### config.mk
export PLATFORM = sky130hd
export DESIGN_NAME = mem_port_arbiter
export DESIGN_NICKNAME = d
export VERILOG_FILES = /design/src/rtl/mem_arb_pkg.sv /design/src/rtl/rr_arbiter_2.sv /design/src/rtl/mem_port_arbiter.sv
export SDC_FILE = /design/constraint.sdc
export NUM_CORES = 1
export LEC_CHECK = 0
export BUFFER_PORTS_ARGS = -buffer_cell sky130_fd_sc_hd__buf_4
export CORE_ASPECT_RATIO = 1.75
export CORE_MARGIN = 8
export CORE_UTILIZATION = 29
export CTS_CLUSTER_DIAMETER = 150
export DETAILED_ROUTE_END_ITERATION = 8
export PLACE_DENSITY = 0.85
export SYNTH_ARGS = -nofsm -noshare
export SYNTH_HDL_FRONTEND = slang
export SYNTH_SLANG_ARGS = --single-unit
### constraint.sdc
create_clock -name i_clock -period 1.79 [get_ports i_clock]
set_clock_uncertainty 0.1 [all_clocks]
set_input_delay 0.358 -clock i_clock [delete_from_list [all_inputs] [get_ports i_clock]]
set_output_delay 0.358 -clock i_clock [all_outputs]
set_load 0.02 [all_outputs]
### src/rtl/mem_arb_pkg.sv
// Shared types for the two-requester memory port arbiter: requester ids and
// the one-entry read response tag.
package mem_arb_pkg;

  typedef enum logic {
    REQ_FETCH = 1'b0,
    REQ_LS    = 1'b1
  } req_id_e;

  typedef struct packed {
    logic    valid;
    req_id_e id;
  } rsp_tag_t;

  function automatic req_id_e other_req(input req_id_e id);
    return (id == REQ_FETCH) ? REQ_LS : REQ_FETCH;
  endfunction

endpackage

### src/rtl/rr_arbiter_2.sv
// Two-input round-robin arbiter: combinational one-hot grant, pointer moves to
// the loser after every grant and holds when nothing is granted.
module rr_arbiter_2
  import mem_arb_pkg::*;
(
  input  logic       clk,
  input  logic       rst_n,
  input  logic       en,
  input  logic [1:0] req,
  output logic [1:0] gnt
);

  req_id_e ptr_q;

  always_comb begin
    gnt = 2'b00;
    if (en) begin
      if (req == 2'b11) begin
        gnt = (ptr_q == REQ_LS) ? 2'b10 : 2'b01;
      end else begin
        gnt = req;
      end
    end
  end

  always_ff @(posedge clk or negedge rst_n) begin
    if (!rst_n) begin
      ptr_q <= REQ_LS;
    end else if (gnt != 2'b00) begin
      ptr_q <= other_req(gnt[1] ? REQ_LS : REQ_FETCH);
    end
  end

endmodule

### src/rtl/mem_port_arbiter.sv
// Shares one single-port RAM between instruction fetch and load/store, with
// round-robin grants and one-cycle read data routed by a response tag.
module mem_port_arbiter
  import mem_arb_pkg::*;
#(
  parameter int DATA_WIDTH = 16,
  parameter int ADDR_WIDTH = 8
) (
  input  logic                  i_clock,
  input  logic                  i_reset,
  input  logic                  i_fetch_req,
  input  logic [ADDR_WIDTH-1:0] i_fetch_addr,
  output logic                  o_fetch_gnt,
  output logic                  o_fetch_rvalid,
  output logic [DATA_WIDTH-1:0] o_fetch_rdata,
  input  logic                  i_ls_req,
  input  logic                  i_ls_we,
  input  logic [ADDR_WIDTH-1:0] i_ls_addr,
  input  logic [DATA_WIDTH-1:0] i_ls_wdata,
  output logic                  o_ls_gnt,
  output logic                  o_ls_rvalid,
  output logic [DATA_WIDTH-1:0] o_ls_rdata,
  output logic                  o_mem_en,
  output logic                  o_mem_we,
  output logic [ADDR_WIDTH-1:0] o_mem_addr,
  output logic [DATA_WIDTH-1:0] o_mem_wdata,
  input  logic [DATA_WIDTH-1:0] i_mem_rdata
);

  logic       run_q;
  logic [1:0] req;
  logic [1:0] gnt;
  rsp_tag_t   tag_p1;

  // Grants stay off until the first rising edge after reset release.
  always_ff @(posedge i_clock or negedge i_reset) begin
    if (!i_reset) begin
      run_q <= 1'b0;
    end else begin
      run_q <= 1'b1;
    end
  end

  // Bit position matches req_id_e: bit 0 fetch, bit 1 load/store.
  assign req = {i_ls_req, i_fetch_req};

  rr_arbiter_2 u_arb (
    .clk   (i_clock),
    .rst_n (i_reset),
    .en    (run_q),
    .req   (req),
    .gnt   (gnt)
  );

  assign o_fetch_gnt = gnt[0];
  assign o_ls_gnt    = gnt[1];

  // Stage p0: granted command onto the RAM port
  always_comb begin
    o_mem_en    = 1'b0;
    o_mem_we    = 1'b0;
    o_mem_addr  = '0;
    o_mem_wdata = '0;
    if (gnt[0]) begin
      o_mem_en   = 1'b1;
      o_mem_addr = i_fetch_addr;
    end else if (gnt[1]) begin
      o_mem_en    = 1'b1;
      o_mem_we    = i_ls_we;
      o_mem_addr  = i_ls_addr;
      o_mem_wdata = i_ls_wdata;
    end
  end

  // Stage p1: tag steers the RAM's read data back to the requester
  always_ff @(posedge i_clock or negedge i_reset) begin
    if (!i_reset) begin
      tag_p1 <= '0;
    end else begin
      tag_p1.valid <= o_mem_en & ~o_mem_we;
      tag_p1.id    <= gnt[1] ? REQ_LS : REQ_FETCH;
    end
  end

  assign o_fetch_rvalid = tag_p1.valid && (tag_p1.id == REQ_FETCH);
  assign o_ls_rvalid    = tag_p1.valid && (tag_p1.id == REQ_LS);
  assign o_fetch_rdata  = o_fetch_rvalid ? i_mem_rdata : '0;
  assign o_ls_rdata     = o_ls_rvalid ? i_mem_rdata : '0;

endmodule

==> flow_metrics.tcl, run 1 <==
set metrics [dict create \
    status "complete, but fails checks" \
    violations "negative setup slack" \
    finalSetupViolCount 23 \
    port_buffers 114 \
    antenna_left 0 \
    critPathSlowestCell "dfstp_2" \
    cts_buffers 3 \
    start_util_pct 30.5 \
    final_util_pct 80.4 \
    critical-path-max-stage-delay_ps 550 \
    antenna_cells 0 \
    required_ps 1330 \
    p_leak_nw 1.07 \
    cp-start-kind "flip-flop" \
    synthCells 103 \
    gp_congestion 0.796 \
    wl_per_cell_um 19.0 \
    design.core.area_sq_um 2520 \
    end_kind "output pin" \
    worstSetupPathType "flip-flop to output pin" \
    path_clk_slew_ps 30 \
    area_delta_synth_final_pct 164 \
    grt_start_max_net_pins 20 \
    fin_crit_sh_pct 104 \
    hold_class "input port to flip-flop" \
    rsz0062_at_grt "true" \
    place_area_sq_um 1660 \
    fin_crit_ps 1860 \
    drt_first_pass_iters 4 \
    ir_drop_v 0.000497 \
    cts_tree "yes" \
    drt_iter0_drc 15 \
    drc 0 \
    die_x_um 54.9 \
    num_io_pins 115 \
    seqCellArea_sq_um 101 \
    grt_pass1_vias 1345 \
    ys_types 22 \
    path_cells "nor2b_4 > clkbuf_16 > nor3b_2 > buf_4" \
    yosysSeqAreaShare_pct 13.2 \
    multi_input_area_sq_um 793 \
    crit_buf_inv 2 \
    clk-insertion-delay-late_ps 220 \
    die_area_sq_um 4620 \
    drive_above_1_share_pct 71.1 \
    power.density_nw_per_um2 452 \
    detail_route.vias_per_cell 5.13 \
    slew_violations 0 \
    fillCellCount 152 \
    arrival_ps 1400 \
    cts_max_path_buffers 2 \
    maxCapViolCount 0 \
    wirelength_mm 4.78 \
    overflow 0 \
    final_area_sq_um 2030 \
    fin_nets 279 \
    die-height_um 84.1 \
    avgSynthCellArea_sq_um 7.47 \
    critPathTopFamily "flip-flops" \
    syn_area_sq_um 769 \
    track_usage_pct 19.2 \
    fmax_mhz 538 \
    ys_seq_elements 4 \
    ys_warn_count 0 \
    hold_viol_final 0 \
    critPathMaxFanout 8 \
    fin_ws_ps -69.4 \
    cts_htree_levels 1 \
    via_count 1288 \
    grt_pass1_wl_mm 6.91 \
    dp_hpwl_mm 3.59 \
    row_count 24 \
    clockRootBuffer "clkbuf_8" \
    syn_nets 156 \
    antenna_found_initial 0 \
    clock-sinks 4 \
]
==> stage by stage <==
stage                     setup WS (ps)  hold WS (ps)  power, W  instances  setup TNS [ps]
after global routing              -85.2           323  0.000962        251           -1690
after floorplan                   -46.4         -37.6  0.000357        103            -551
final                             -69.4           309  0.000916        251            -819
after detailed placement           41.5          55.9  0.000568        238               0
after global placement             77.8          53.8  0.000557        238               0
after CTS                         -55.4           309  0.000889        250            -777
==> cells in the mapped netlist <==
cell type	count	area [sq um]
and2_1	17	106
inv_1	2	7.51
o32ai_1	6	52.6
nand2b_1	1	6.26
conb_1	1	3.75
buf_4	2	15.0
and3_1	16	100
nor2b_4	1	13.8
o32ai_4	2	55.1
nor3b_1	17	128
nand2_1	16	60.1
dfstp_2	1	26.3
a21oi_1	1	5.00
a21bo_2	1	10.0
nor2_1	4	15.0
a22o_1	1	8.76
dfrtp_1	3	75.1
clkbuf_1	2	7.51
buf_6	4	45.0
nor2b_1	2	12.5
nand2_2	1	6.26
buf_2	2	10.0
==> timing repair <==
item,in CTS,in global routing
hold endpoints to repair,4,0
hold buffers,1,0
gates cloned,3,1
pin swaps,18,7
gates resized for setup,32,12
setup buffers,4,0
endpoints found under the setup margin,26,27
==> path summary, 6_finish.rpt <==
kind                        startpoint             end  slack, ps  cells past startpoint
hold / removal             i_fetch_req     u_arb.ptr_q        310                      2
setup reg to reg           u_arb.ptr_q       tag_p1[0]        600                      3
setup / recovery           u_arb.ptr_q  o_mem_wdata[7]        -70                      4
min in group asynchronous      i_reset       tag_p1[0]        410                      2
hold reg to reg                  run_q       tag_p1[1]        640                      3
max in group asynchronous      i_reset     u_arb.ptr_q        990                      2
==> worst register-to-register path: cells and delay by family, from the launching register on <==
kind          cells  cell delay [ps]
flops             1              380
buf+inv           1              220
simple gates      2              380
==> layout make-up <==
cell class	instances	share of cell area (%)
Timing Repair Buffer	127	51.7
Multi-Input combinational cell	88	39.1
Clock buffer	4	2.22
Tap cell	26	1.60
Inverter	2	0.370
Sequential cell	4	5.00
==> cells by family after synthesis <==
| family | after synthesis | share of synthesized area (%) |
|---|---|---|
| compound gates | 11 | 17.1 |
| buf+inv | 12 | 11.1 |
| other cells | 1 | 0.487 |
| flops | 4 | 13.2 |
| simple gates | 75 | 58.2 |
==> per-layer routing <==
metal	GRT usage, %	vias up	wire, um
met4	5.93	0	95
li1	-	604	-
met1	18.0	582	1440
met3	6.89	6	805
met2	35.4	96	2440
met5	0	-	0
==> power by group <==
group          total [W]  leakage (nW)  switching (W)  internal, W
sequential      0.000112        0.0481     0.00000864     0.000103
clock           0.000207        0.0228      0.0000545     0.000153
combinational   0.000597         0.997       0.000289     0.000308
total           0.000916          1.07       0.000352     0.000565
==> registers in the layout (all words and copies together) (netlist names) <==
name and cells:
u_arb.ptr_q 1, run_q 1, tag_p1 2
==> placed cells by master (no fill, tap or decap) <==
| cell type | count |
|---|---|
| buf_4 | 111 |
| and2_1 | 17 |
| and3_1 | 16 |
| nand2_1 | 16 |
| nor3b_2 | 13 |
| buf_6 | 12 |
| nor3b_4 | 4 |
| o32ai_2 | 4 |
| nor2_1 | 3 |
| o32ai_4 | 3 |
| clkbuf_8 | 3 |
| dfrtp_1 | 3 |
| inv_1 | 2 |
| a21bo_4 | 2 |
| nor2b_4 | 2 |
| clkbuf_16 | 2 |
| nand2_8 | 1 |
| nor2_4 | 1 |
| o32ai_1 | 1 |
| nand2b_1 | 1 |
| a21oi_1 | 1 |
| nor2b_1 | 1 |
| a22o_1 | 1 |
| clkbuf_1 | 1 |
| dlygate4sd3_1 | 1 |
| buf_12 | 1 |
| conb_1 | 1 |
| dfstp_2 | 1 |
Note: power is estimated with default switching activity, not from simulation.
==> run 2: changes to the inputs <==
--- a/config.mk
+++ b/config.mk
@@ -11,7 +11,7 @@
 export CORE_UTILIZATION = 29
 export CTS_CLUSTER_DIAMETER = 150
 export DETAILED_ROUTE_END_ITERATION = 8
-export PLACE_DENSITY = 0.85
+export PLACE_DENSITY = 0.8
 export SYNTH_ARGS = -nofsm -noshare
 export SYNTH_HDL_FRONTEND = slang
 export SYNTH_SLANG_ARGS = --single-unit
==> flow_metrics.tcl, run 2 (synthesis results as in run 1) <==
set metrics [dict create \
    status "complete, but fails checks" \
    violations "negative setup slack" \
    via_count 1328 \
    die-height_um 84.1 \
    final_util_pct 81.1 \
    reg_top3 "tag_p1 x2, run_q x1, u_arb.ptr_q x1" \
    power.density_nw_per_um2 456 \
    row_count 24 \
    relSlewSlack_pct 62.6 \
    top_register "tag_p1" \
    clockRootBuffer "clkbuf_8" \
    antenna_cells 0 \
    slew_violations 0 \
    finalSetupViolCount 26 \
    design.core.area_sq_um 2520 \
    end_kind "output pin" \
    grt_start_max_net_pins 20 \
    hold_class "input port to flip-flop" \
    arrival_ps 1430 \
    grt_pass1_wl_mm 6.72 \
    clk-insertion-delay-late_ps 220 \
    fin_nets 277 \
    drc 0 \
    hold_ws_ps 315 \
    grtUsageMet2_pct 33.8 \
    met3_usage_pct 10.4 \
    hold_viol_final 0 \
    fin_crit_sh_pct 106 \
    area_delta_synth_final_pct 166 \
    required_ps 1330 \
    dp_hpwl_mm 3.75 \
    worstSetupPathType "flip-flop to output pin" \
    die_x_um 54.9 \
    cts_htree_levels 1 \
    port_buffers 114 \
    fin_ws_ps -101 \
    fin_tns_setup_ps -1730 \
    cts_max_path_buffers 2 \
    start_util_pct 30.5 \
    antenna_found_initial 0 \
    drive_above_1_share_pct 71.3 \
    clock-sinks 4 \
    cts_buffers 3 \
    met1_usage_pct 17.5 \
    largest_reg_flops 2 \
    worst_slew_pin_slew_ps 561 \
    place_ws_ps 50.7 \
    fmax_mhz 529 \
    cts_tree "yes" \
    ir_drop_v 0.000407 \
    cp-start-kind "flip-flop" \
    grt-busiest-layer "met2" \
    num_io_pins 115 \
    final_cell_mix "buf_4, and2_1, and3_1, nand2_1, buf_6" \
    p_leak_nw 1.07 \
    overflow 0 \
    layout.cells.most_common "buf_4" \
    rsz0062_at_grt "true" \
    track_usage_pct 18.9 \
    wl_per_cell_um 21.2 \
    detail_route.vias_per_cell 5.33 \
    fin_crit_ps 1890 \
    maxCapViolCount 0 \
    die_area_sq_um 4620 \
    grt_pass1_vias 1404 \
    antenna_left 0 \
    drt_first_pass_iters 4 \
    wirelength_mm 5.27 \
    drt_iter0_drc 37 \
    critPathMaxFanout 6 \
    gp_congestion 0.846 \
    path_clk_slew_ps 30 \
]
==> run 2: path summary, 6_finish.rpt <==
path | from | end | slack [ps] | depth (start not counted)
worst max register to register | u_arb.ptr_q | tag_p1[1] | 490 | 4
min in group asynchronous | i_reset | run_q | 370 | 2
worst min register to register | u_arb.ptr_q | u_arb.ptr_q | 600 | 2
max in group asynchronous | i_reset | u_arb.ptr_q | 1030 | 2
worst min-delay path | i_fetch_req | u_arb.ptr_q | 310 | 2
worst max-delay path | u_arb.ptr_q | o_mem_wdata[12] | -100 | 4
==> run 2: layer usage <==
metal	share of wire (%)	up-vias
met3	17	7
li1	-	602
met2	50	119
met1	32	600
met4	0.91	0
met5	0	-
==> run 2: critical path, stage by stage, from the launching register on <==
cell	delay [ps]
dfstp_2	560
nor2b_4	90
clkbuf_16	170
nor3b_2	200
buf_4	180
==> run 2: stage by stage <==
step	power (W)	cell area, sq um	instances
2_1_floorplan	0.000357	795	103
3_3_place_gp	0.000559	1650	237
5_1_grt	0.000973	2050	249
4_1_cts	0.000866	1870	246
3_5_place_dp	0.000569	1650	237
6_report	0.000934	2050	249
==> run 2: power by group <==
group          switching [W]  internal, W  total (W)
sequential         0.0000112     0.000104   0.000115
clock              0.0000550     0.000153   0.000208
combinational       0.000299     0.000312   0.000611
total               0.000365     0.000568   0.000934
==> run 2: layout make-up <==
cell class	instances	area (sq um)
inverters	2	7.51
flip-flops and latches	4	103
clock buffers	4	45.0
well taps	26	32.5
multi-input cells	88	803
fillers	164	477
repair buffers	125	1050
==> run 2: what timing repair did <==
action | 4_1_cts | 5_1_grt
resized for setup | 19 | 29
gates cloned | 2 | 2
setup endpoints to repair | 26 | 27
endpoints found under the hold margin | 4 | 0
pin swaps | 13 | 16
buffers inserted | 2 | 1
hold buffers | 1 | 0
